[config.mk]
export PLATFORM = sky130hd
export DESIGN_NAME = uop_issue_queue
export DESIGN_NICKNAME = d
export VERILOG_FILES = /design/src/rtl/uop_queue_pkg.sv /design/src/rtl/uop_queue_mem.sv /design/src/rtl/uop_issue_queue.sv
export SDC_FILE = /design/constraint.sdc
export NUM_CORES = 2
export LEC_CHECK = 0
export ABC_AREA = 1
export CAP_MARGIN = 30
export CORE_MARGIN = 2
export CORE_UTILIZATION = 40
export CTS_CLUSTER_DIAMETER = 200
export DETAILED_ROUTE_END_ITERATION = 16
export PLACE_DENSITY = 0.66
export SETUP_SLACK_MARGIN = 0.2
export SLEW_MARGIN = 20
export SYNTH_ARGS = -nofsm -noshare
export SYNTH_HDL_FRONTEND = slang
export SYNTH_SLANG_ARGS = --single-unit
[constraint.sdc]
create_clock -name clk -period 2.1 [get_ports clk]
set_input_delay 0.42 -clock clk [delete_from_list [all_inputs] [get_ports clk]]
set_output_delay 0.42 -clock clk [all_outputs]
set_load 0.05 [all_outputs]
[src/rtl/uop_queue_pkg.sv]
// Shared widths, the packed uop bundle and the issue-queue FSM states.
// Bundle widths follow the default NUM_UOPS/XLEN/ARCHFILE_SIZE of uop_issue_queue.
package uop_queue_pkg;

    localparam int unsigned NUM_UOPS_DEF      = 128;
    localparam int unsigned XLEN_DEF          = 32;
    localparam int unsigned ARCHFILE_SIZE_DEF = 16;

    localparam int unsigned UOP_W = $clog2(NUM_UOPS_DEF);
    localparam int unsigned IMM_W = XLEN_DEF;
    localparam int unsigned REG_W = $clog2(ARCHFILE_SIZE_DEF);
    localparam int unsigned PC_W  = 32;

    typedef struct packed {
        logic [UOP_W-1:0] uop;
        logic             eoi;
        logic [IMM_W-1:0] imm;
        logic             use_imm;
        logic [PC_W-1:0]  pc;
        logic             except;
        logic [REG_W-1:0] src1_arch;
        logic [REG_W-1:0] src2_arch;
        logic [REG_W-1:0] dest_arch;
    } uop_bundle_t;

    typedef enum logic {
        RUN  = 1'b0,
        HALT = 1'b1
    } q_state_e;

endpackage

[src/rtl/uop_queue_mem.sv]
// DEPTH x uop_bundle_t register array: one write port, asynchronous read,
// synchronous clear on active-low reset.
module uop_queue_mem
    import uop_queue_pkg::*;
#(
    parameter int unsigned DEPTH = 8,
    parameter int unsigned AW    = $clog2(DEPTH)
) (
    input  logic          clk,
    input  logic          rst,
    input  logic          i_we,
    input  logic [AW-1:0] i_waddr,
    input  uop_bundle_t   i_wdata,
    input  logic [AW-1:0] i_raddr,
    output uop_bundle_t   o_rdata
);

    uop_bundle_t r_mem [DEPTH];

    always_ff @(posedge clk) begin
        if (!rst) begin
            r_mem <= '{default: '0};
        end else if (i_we) begin
            r_mem[i_waddr] <= i_wdata;
        end
    end

    assign o_rdata = r_mem[i_raddr];

endmodule

[src/rtl/uop_issue_queue.sv]
// Decoupling FIFO between decoder and backend with flush and exception halt.
// Optional combinational empty-queue bypass: define UOP_QUEUE_BYPASS_EN.
module uop_issue_queue
    import uop_queue_pkg::*;
#(
    parameter int unsigned NUM_UOPS      = 128,
    parameter int unsigned XLEN          = 32,
    parameter int unsigned ARCHFILE_SIZE = 16,
    parameter int unsigned DEPTH         = 8
) (
    input  logic                             clk,
    input  logic                             rst,
    input  logic                             in_valid,
    output logic                             in_ready,
    input  logic [$clog2(NUM_UOPS)-1:0]      in_uop,
    input  logic                             in_eoi,
    input  logic [XLEN-1:0]                  in_imm,
    input  logic                             in_use_imm,
    input  logic [31:0]                      in_pc,
    input  logic                             in_except,
    input  logic [$clog2(ARCHFILE_SIZE)-1:0] in_src1_arch,
    input  logic [$clog2(ARCHFILE_SIZE)-1:0] in_src2_arch,
    input  logic [$clog2(ARCHFILE_SIZE)-1:0] in_dest_arch,
    output logic                             uop_ready,
    input  logic                             uop_accept,
    output logic [$clog2(NUM_UOPS)-1:0]      uop,
    output logic                             eoi,
    output logic [XLEN-1:0]                  imm,
    output logic                             use_imm,
    output logic [31:0]                      pc,
    output logic                             except,
    output logic [$clog2(ARCHFILE_SIZE)-1:0] src1_arch,
    output logic [$clog2(ARCHFILE_SIZE)-1:0] src2_arch,
    output logic [$clog2(ARCHFILE_SIZE)-1:0] dest_arch,
    input  logic                             flush,
    output logic [$clog2(DEPTH+1)-1:0]       count,
    output logic [$clog2(DEPTH+1)-1:0]       inst_count,
    output logic                             halted
);

    localparam int unsigned PTR_W = $clog2(DEPTH);
    localparam int unsigned CNT_W = $clog2(DEPTH+1);
    localparam logic [PTR_W:0]   PTR_ONE = 1;
    localparam logic [CNT_W-1:0] CNT_ONE = 1;

    logic [PTR_W:0]   r_head, r_tail;
    logic [CNT_W-1:0] r_count, r_inst_count;
    q_state_e         r_state, w_state_nxt;

    uop_bundle_t w_in, w_head, w_out;
    logic w_full, w_empty, w_push, w_pop, w_bypass;
    logic w_push_q, w_pop_q, w_wr, w_inc, w_dec, w_uop_ready;

    always_comb begin
        w_in = '{uop: in_uop, eoi: in_eoi, imm: in_imm, use_imm: in_use_imm,
                 pc: in_pc, except: in_except, src1_arch: in_src1_arch,
                 src2_arch: in_src2_arch, dest_arch: in_dest_arch};
    end

    assign w_empty = (r_head == r_tail);
    assign w_full  = (r_head[PTR_W-1:0] == r_tail[PTR_W-1:0]) &&
                     (r_head[PTR_W] != r_tail[PTR_W]);

    uop_queue_mem #(
        .DEPTH (DEPTH),
        .AW    (PTR_W)
    ) u_mem (
        .clk     (clk),
        .rst     (rst),
        .i_we    (w_wr),
        .i_waddr (r_tail[PTR_W-1:0]),
        .i_wdata (w_in),
        .i_raddr (r_head[PTR_W-1:0]),
        .o_rdata (w_head)
    );

    always_comb begin
        w_state_nxt = r_state;
        w_bypass    = 1'b0;
        w_uop_ready = 1'b0;
        w_out       = w_head;
        if (r_state == RUN) begin
            w_uop_ready = !w_empty;
`ifdef UOP_QUEUE_BYPASS_EN
            // Gated by rst so reset-time outputs stay at the zeroed head.
            if (w_empty && !flush && rst) begin
                w_bypass    = 1'b1;
                w_uop_ready = in_valid;
                w_out       = w_in;
            end
`endif
        end
        w_pop = w_uop_ready & uop_accept;
        if (flush) begin
            w_state_nxt = RUN;
        end else if (w_pop && w_out.except) begin
            w_state_nxt = HALT;
        end
    end

    // A bypassed-and-accepted uop is neither stored nor popped from storage.
    assign w_push   = in_valid & ~w_full;
    assign w_push_q = w_push & ~(w_bypass & uop_accept);
    assign w_pop_q  = w_pop & ~w_bypass;
    assign w_wr     = w_push_q & ~flush;
    assign w_inc    = w_push_q & in_eoi;
    assign w_dec    = w_pop_q & w_head.eoi;

    always_ff @(posedge clk) begin
        if (!rst || flush) begin
            r_head       <= '0;
            r_tail       <= '0;
            r_count      <= '0;
            r_inst_count <= '0;
        end else begin
            if (w_push_q) r_tail <= r_tail + PTR_ONE;
            if (w_pop_q)  r_head <= r_head + PTR_ONE;
            unique case ({w_push_q, w_pop_q})
                2'b10:   r_count <= r_count + CNT_ONE;
                2'b01:   r_count <= r_count - CNT_ONE;
                default: r_count <= r_count;
            endcase
            unique case ({w_inc, w_dec})
                2'b10:   r_inst_count <= r_inst_count + CNT_ONE;
                2'b01:   r_inst_count <= r_inst_count - CNT_ONE;
                default: r_inst_count <= r_inst_count;
            endcase
        end
    end

    always_ff @(posedge clk) begin
        if (!rst) r_state <= RUN;
        else      r_state <= w_state_nxt;
    end

    assign in_ready   = ~w_full;
    assign uop_ready  = w_uop_ready;
    assign count      = r_count;
    assign inst_count = r_inst_count;
    assign halted     = (r_state == HALT);
    assign uop        = w_out.uop;
    assign eoi        = w_out.eoi;
    assign imm        = w_out.imm;
    assign use_imm    = w_out.use_imm;
    assign pc         = w_out.pc;
    assign except     = w_out.except;
    assign src1_arch  = w_out.src1_arch;
    assign src2_arch  = w_out.src2_arch;
    assign dest_arch  = w_out.dest_arch;

endmodule
# ---- Word level (Yosys, flattened, before mapping)
# Cells that the tools add are included.
dict set report word_totals {
  ff_bits 705
  out_inout_bits 97
  elab_cells 121
}
dict set report classes {
  add_sub_neg 6
  n_lt_le_gt_ge 3
  eq_ne 7
  mux 9
  n_bitwise 10
  n_reduce_logical 9
}
# operator n
set op_table {}
lappend op_table {{688-bit bitwise mux} 1}
lappend op_table {{86-bit binary-select mux with 3-bit select} 1}
lappend op_table {{86-bit demux with 3-bit select} 1}
lappend op_table {{86-bit 2-to-1 mux} 3}
lappend op_table {{4-bit by 1-bit adder with 4-bit output (second input constant)} 4}
lappend op_table {{4-bit case mux with 2 select lines} 2}
lappend op_table {{4-bit greater-or-equal comparator (second input constant)} 2}
lappend op_table {{3-bit NOT with 4-bit output} 2}
lappend op_table {{4-bit by 1-bit subtractor with 4-bit output (second input constant)} 2}
lappend op_table {{1-bit bitwise AND} 5}
lappend op_table {{2-bit by 1-bit equality test with 1-bit output (second input constant)} 2}
lappend op_table {{2-bit equality test (second input constant)} 2}
lappend op_table {{4-bit equality test} 1}
lappend op_table {{4-bit by 1-bit < comparator with 1-bit output (second input constant)} 1}
lappend op_table {{2-bit nonzero test} 2}
lappend op_table {{3-bit equality test} 1}
lappend op_table {{1-bit logical AND} 3}
lappend op_table {{1-bit NOT} 3}
lappend op_table {{1-bit logical NOT} 2}
lappend op_table {{2-bit OR reduction} 1}
lappend op_table {{1-bit logical OR} 1}
lappend op_table {{1-bit 2-to-1 mux} 1}
lappend op_table {{1-bit inequality test} 1}

# ---- Longest topological paths before layout
dict set report depth {
  word_depth 7
  mapped_depth 16
  mapped_depth_nobuf 15
}

# ---- Modules after synthesis
# Synthesis repeated with hierarchy kept, for this count alone.
dict set report unflattened {
  cells_unflattened 5429
  area_unflattened_um2 33962.6
}
# mod instances cells_each area_per_inst_um2
set by_module_without_submodules {}
lappend by_module_without_submodules {uop_queue_mem 1 5284 32879.0}
lappend by_module_without_submodules {uop_issue_queue 1 145 1083.5}

# ---- Least setup slack after synthesis
# OpenSTA, ideal clock, no wires.
dict set report synth_path {
  path_type {reg2out}
  start {register r_head[1]}
  end {output uop[2]}
  t_arrival_ps 2057
  t_required_ps 1680
  path_slack_ps -377
  path_stages_with_launch 10
  path_buffers 3
  path_cell_list {dfxtp_1 > buf_2 > inv_2 > clkbuf_1 > buf_1 > a21oi_1 > o21ai_0 > nand2_1 > nor2_1 > a31oi_1}
}
dict set report synth_via {
  elab_chain_len 4
}
# item line
set synth_rtl {}
lappend synth_rtl {{from (decl)} uop_issue_queue.sv:46} ;# logic [PTR_W:0] r_head, r_tail;
lappend synth_rtl {{from (signal assigned)} uop_issue_queue.sv:117} ;# if (w_pop_q) r_head <= r_head + PTR_ONE;
lappend synth_rtl {{3-bit NOT with 4-bit output (implied by the code)} uop_queue_mem.sv:28} ;# assign o_rdata = r_mem[i_raddr];
lappend synth_rtl {{86-bit binary-select mux with 3-bit select} uop_queue_mem.sv:28}
lappend synth_rtl {{86-bit 2-to-1 mux (implied by the code) (2 in series)} uop_queue_mem.sv:28}
lappend synth_rtl {{to (decl)} uop_issue_queue.sv:26} ;# output logic [$clog2(NUM_UOPS)-1:0] uop,
# No other way between the ends. The select of a mux whose other input is x is not followed.

# ---- Final worst setup path
dict set report layout_path {
  start {register r_head[0]}
  end {output eoi}
}
dict set report layout_via {
  elab_chain_len 4
}
# item line
set layout_rtl {}
lappend layout_rtl {{3-bit NOT with 4-bit output (implied by the code)} uop_queue_mem.sv:28}
lappend layout_rtl {{86-bit binary-select mux with 3-bit select} uop_queue_mem.sv:28}
lappend layout_rtl {{86-bit 2-to-1 mux (implied by the code) (2 in series)} uop_queue_mem.sv:28}
lappend layout_rtl {{to (decl)} uop_issue_queue.sv:27} ;# output logic eoi,
# No other way between the ends. The select of a mux whose other input is x is not followed.

==> run_results.csv <==
group,metric,value,unit
run_status,outcome,"finished, violations left",
run_status,violations,"setup timing",
clocking,clk_latency,0.62,ns
critical_path,path_delay_family,"buffers and inverters",
logic_synthesis,syn_nets,5782,
timing,clock_skew,0.0184,ns
pwr,sw_frac_of_total,26.0,%
cells_and_area,fin_area,0.0457,mm2
critical_path,worstSetupStartpointType,"register",
logic_synthesis,ys_types,26,
critical_path,crit_arrival,2.28,ns
drt,drt_wl_total,110,mm
drt,ant_nets,0,
logic_synthesis,syn_area_per_cell,6.18,um2
drt,vias_per_cell,4.80,
logic_synthesis,synthCells,5681,
timing,fmax,370,MHz
clocking,numCtsBuffers,81,
pwr,clock_power_share,44.3,%
pwr,p_leak,0.0227,uW
placement,dp.final_hpwl,60.8,mm
drt,drc,0,
clocking,cts_tree,"built",
global_route,grt_max_degree,107,
timing,period_share,129,%
timing,maxSlewViolCount,0,
critical_path,slowest_delay,0.38,ns
critical_path,cp_common_cell,"buf_4",
clocking,ctsHtreeMaxLevel,3,
timing,setup_slack,-0.602,ns
critical_path,path_max_fanout,5,
floorplanning,die_h,300,um
critical_path,critPathRequiredTime,1.68,ns
placement,gp_congestion,0.786,
critical_path,crit_buf_inv,7,
critical_path,crit_chain,"buf_4 > buf_6 > buf_8 > buf_4 > a21oi_2 > o21ai_2 > nand2_1 > nand2_1 > nand2_2 > buf_4 > inv_1 > buf_6",
floorplanning,core,0.0869,mm2
floorplanning,ioPinCount,188,
floorplanning,start_util,40.4,%
clocking,cts_root_buf,"clkbuf_16",
drt,wire_per_inst,15.7,um
global_route,grt_pass1_wl,163,mm
pwr,seqPwrFrac,42.2,%
cells_and_area,drive_above_1_share,12.8,%
timing,finalCriticalPeriod,2.70,ns
timing,slew_headroom,61.6,%
drt,first_iter_violations,3032,
pwr,p_sw,8410,uW
global_route,grt_util_all_layers,22.2,%
floorplanning,rows,108,
global_route,grt_antenna_before_repair,5,
pwr,irDropWorstVdd,0.585,mV
cells_and_area,fill_cells,8237,
cells_and_area,nets,5874,
critical_path,path_class,"register to output port",
critical_path,crit_slowest_cell,"dfxtp_4",
timing,worstMarginPinSlew,0.576,ns
timing,setup_violations,702,
timing,hold_viol,0,
timing,rsz0062_at_grt,"yes",
clocking,clk_pin_slew,0.06,ns
cells_and_area,syn_to_final_growth,30.1,%
critical_path,end_kind,"output port",
logic_synthesis,seq_area_frac_synth,40.2,%
clocking,cts.sinks,705,
logic_synthesis,synth_seq_cells,705,
pwr,p_int,24000,uW
logic_synthesis,syn-cell-area,0.0351,mm2
global_route,grt_pass1_vias,29800,
cells_and_area,final_cell_mix,"nand2_1 (1487), nor2_1 (1425), inv_1 (707)",
min_path,hold_class,"input port to register",
floorplanning,die_w,300,um
clocking,clockBufferDepth,3,
pwr,p_total,32400,uW
logic_synthesis,ys_warn_count,0,
floorplanning,die_area,0.0901,mm2
global_route,overflow,0,
cells_and_area,final_common_cell,"nand2_1",
run,cap_viol_max_count,0,
pwr,comb_power_share,13.4,%
drt,num_vias,33600,
pwr,power_density,709,mW/mm2
drt,first_pass_iters,6,
placement,portBuffers,187,
placement,postPlaceCellArea,0.0405,mm2
## cells by family (layout without fill, tap and decap cells)
family                     Yosys count  count (layout)  share of synthesized area [%]
DFF                                705             705                           40.2
AOI/OAI and AO/OA                  794             794                           11.6
and+or+nand+nor                   2993            2993                           32.2
other                                0               1                              0
xor gates and xnor gates            11              11                          0.296
buffers and inverters             1168            1323                           15.3
adders and majority gates           10              10                          0.399
## metal layers
layer	wire length, um	global-route usage (%)	vias up
li1	-	-	17200
met1	51500	31.2	15400
met2	49100	35.5	892
met3	6450	3.40	153
met4	2470	5.81	2
met5	11	0	-
## final cells by class
cell class | count | area (um2) | share of cell area [%]
flip-flops and latches | 705 | 14100 | 30.9
well taps | 1155 | 1450 | 3.17
clock inverters | 19 | 218 | 0.477
repair buffers | 460 | 7210 | 15.8
multi-input cells | 3808 | 17500 | 38.2
diodes | 1 | 2.50 | 0.00548
clock buffers | 127 | 2470 | 5.42
inverters | 717 | 2720 | 5.96
## metrics by stage
step / setup TNS, ns / hold WS [ns] / setup WS (ns) / cells / utilization [%]
floorplan: -0.138 / 0.454 / -0.0485 / 5681 / -
global placement: -1.13 / 0.466 / -0.132 / 6756 / 46.6
detailed placement: -1.89 / 0.478 / -0.162 / 6756 / 46.6
CTS: -65.01 / 0.151 / -0.618 / 6943 / 51.1
global route: -156.07 / 0.173 / -0.702 / 6992 / 52.5
finish: -87.89 / 0.168 / -0.602 / 6992 / 52.5
## final timing paths
check	slack [ns]	start	cells past startpoint	endpoint
hold / removal	0.17	rst	3	u_mem.r_mem[575]
setup / recovery	-0.60	r_head[0]	12	eoi
setup reg to reg	-0.42	r_head[0]	18	inst_count[3]
hold reg to reg	0.48	r_head[3]	2	r_head[3]
## synth_stat cells
master | n | share of area [%]
a31oi_1 | 84 | 1.5
nor2_1 | 1474 | 16
dfxtp_1 | 705 | 40
nand4_1 | 10 | 0.18
xor2_1 | 4 | 0.10
fa_1 | 2 | 0.11
nand2_2 | 1 | 0.018
inv_2 | 4 | 0.043
xnor2_1 | 6 | 0.15
nand4_4 | 1 | 0.061
o21ai_0 | 352 | 5.0
buf_8 | 1 | 0.043
buf_1 | 40 | 0.43
o211ai_1 | 2 | 0.043
inv_4 | 1 | 0.018
clkbuf_1 | 145 | 1.6
buf_2 | 120 | 1.7
xnor2_2 | 1 | 0.046
buf_4 | 75 | 1.6
nand2_1 | 1497 | 16
nand3_1 | 6 | 0.086
ha_1 | 8 | 0.29
a21oi_1 | 356 | 5.1
inv_1 | 712 | 7.6
buf_6 | 70 | 2.2
nor3_1 | 4 | 0.057
## registers in the layout, indices dropped and copies added, names as in the netlist
signal and flops:
u_mem.r_mem 688, count 4, inst_count 4, r_head 4
r_tail 4, halted 1
## what timing repair did
item                       in CTS  in global routing
gates resized for setup       227                166
cloned                         18                 33
setup endpoints to repair     724                793
hold buffers                    0                  0
buffers inserted               23                 15
pin swaps                      24                 28
## tightest hold or removal path, delay by kind of cell
family | cells | cell delay [ns]
buf+inv | 1 | 0.19
simple gates | 2 | 0.14
## power groups by stage
| stage | Combinational (uW) | Sequential [uW] | Clock, uW |
|---|---|---|---|
| after global routing | 4630 | 13700 | 15200 |
| final | 4350 | 13700 | 14300 |
| after detailed placement | 4010 | 14000 | 0 |
| after global placement | 3990 | 14000 | 0 |
| after floorplan | 2440 | 14000 | 0 |
| after CTS | 4230 | 13700 | 14600 |
No activity file was read; power rests on OpenSTA's default activity.
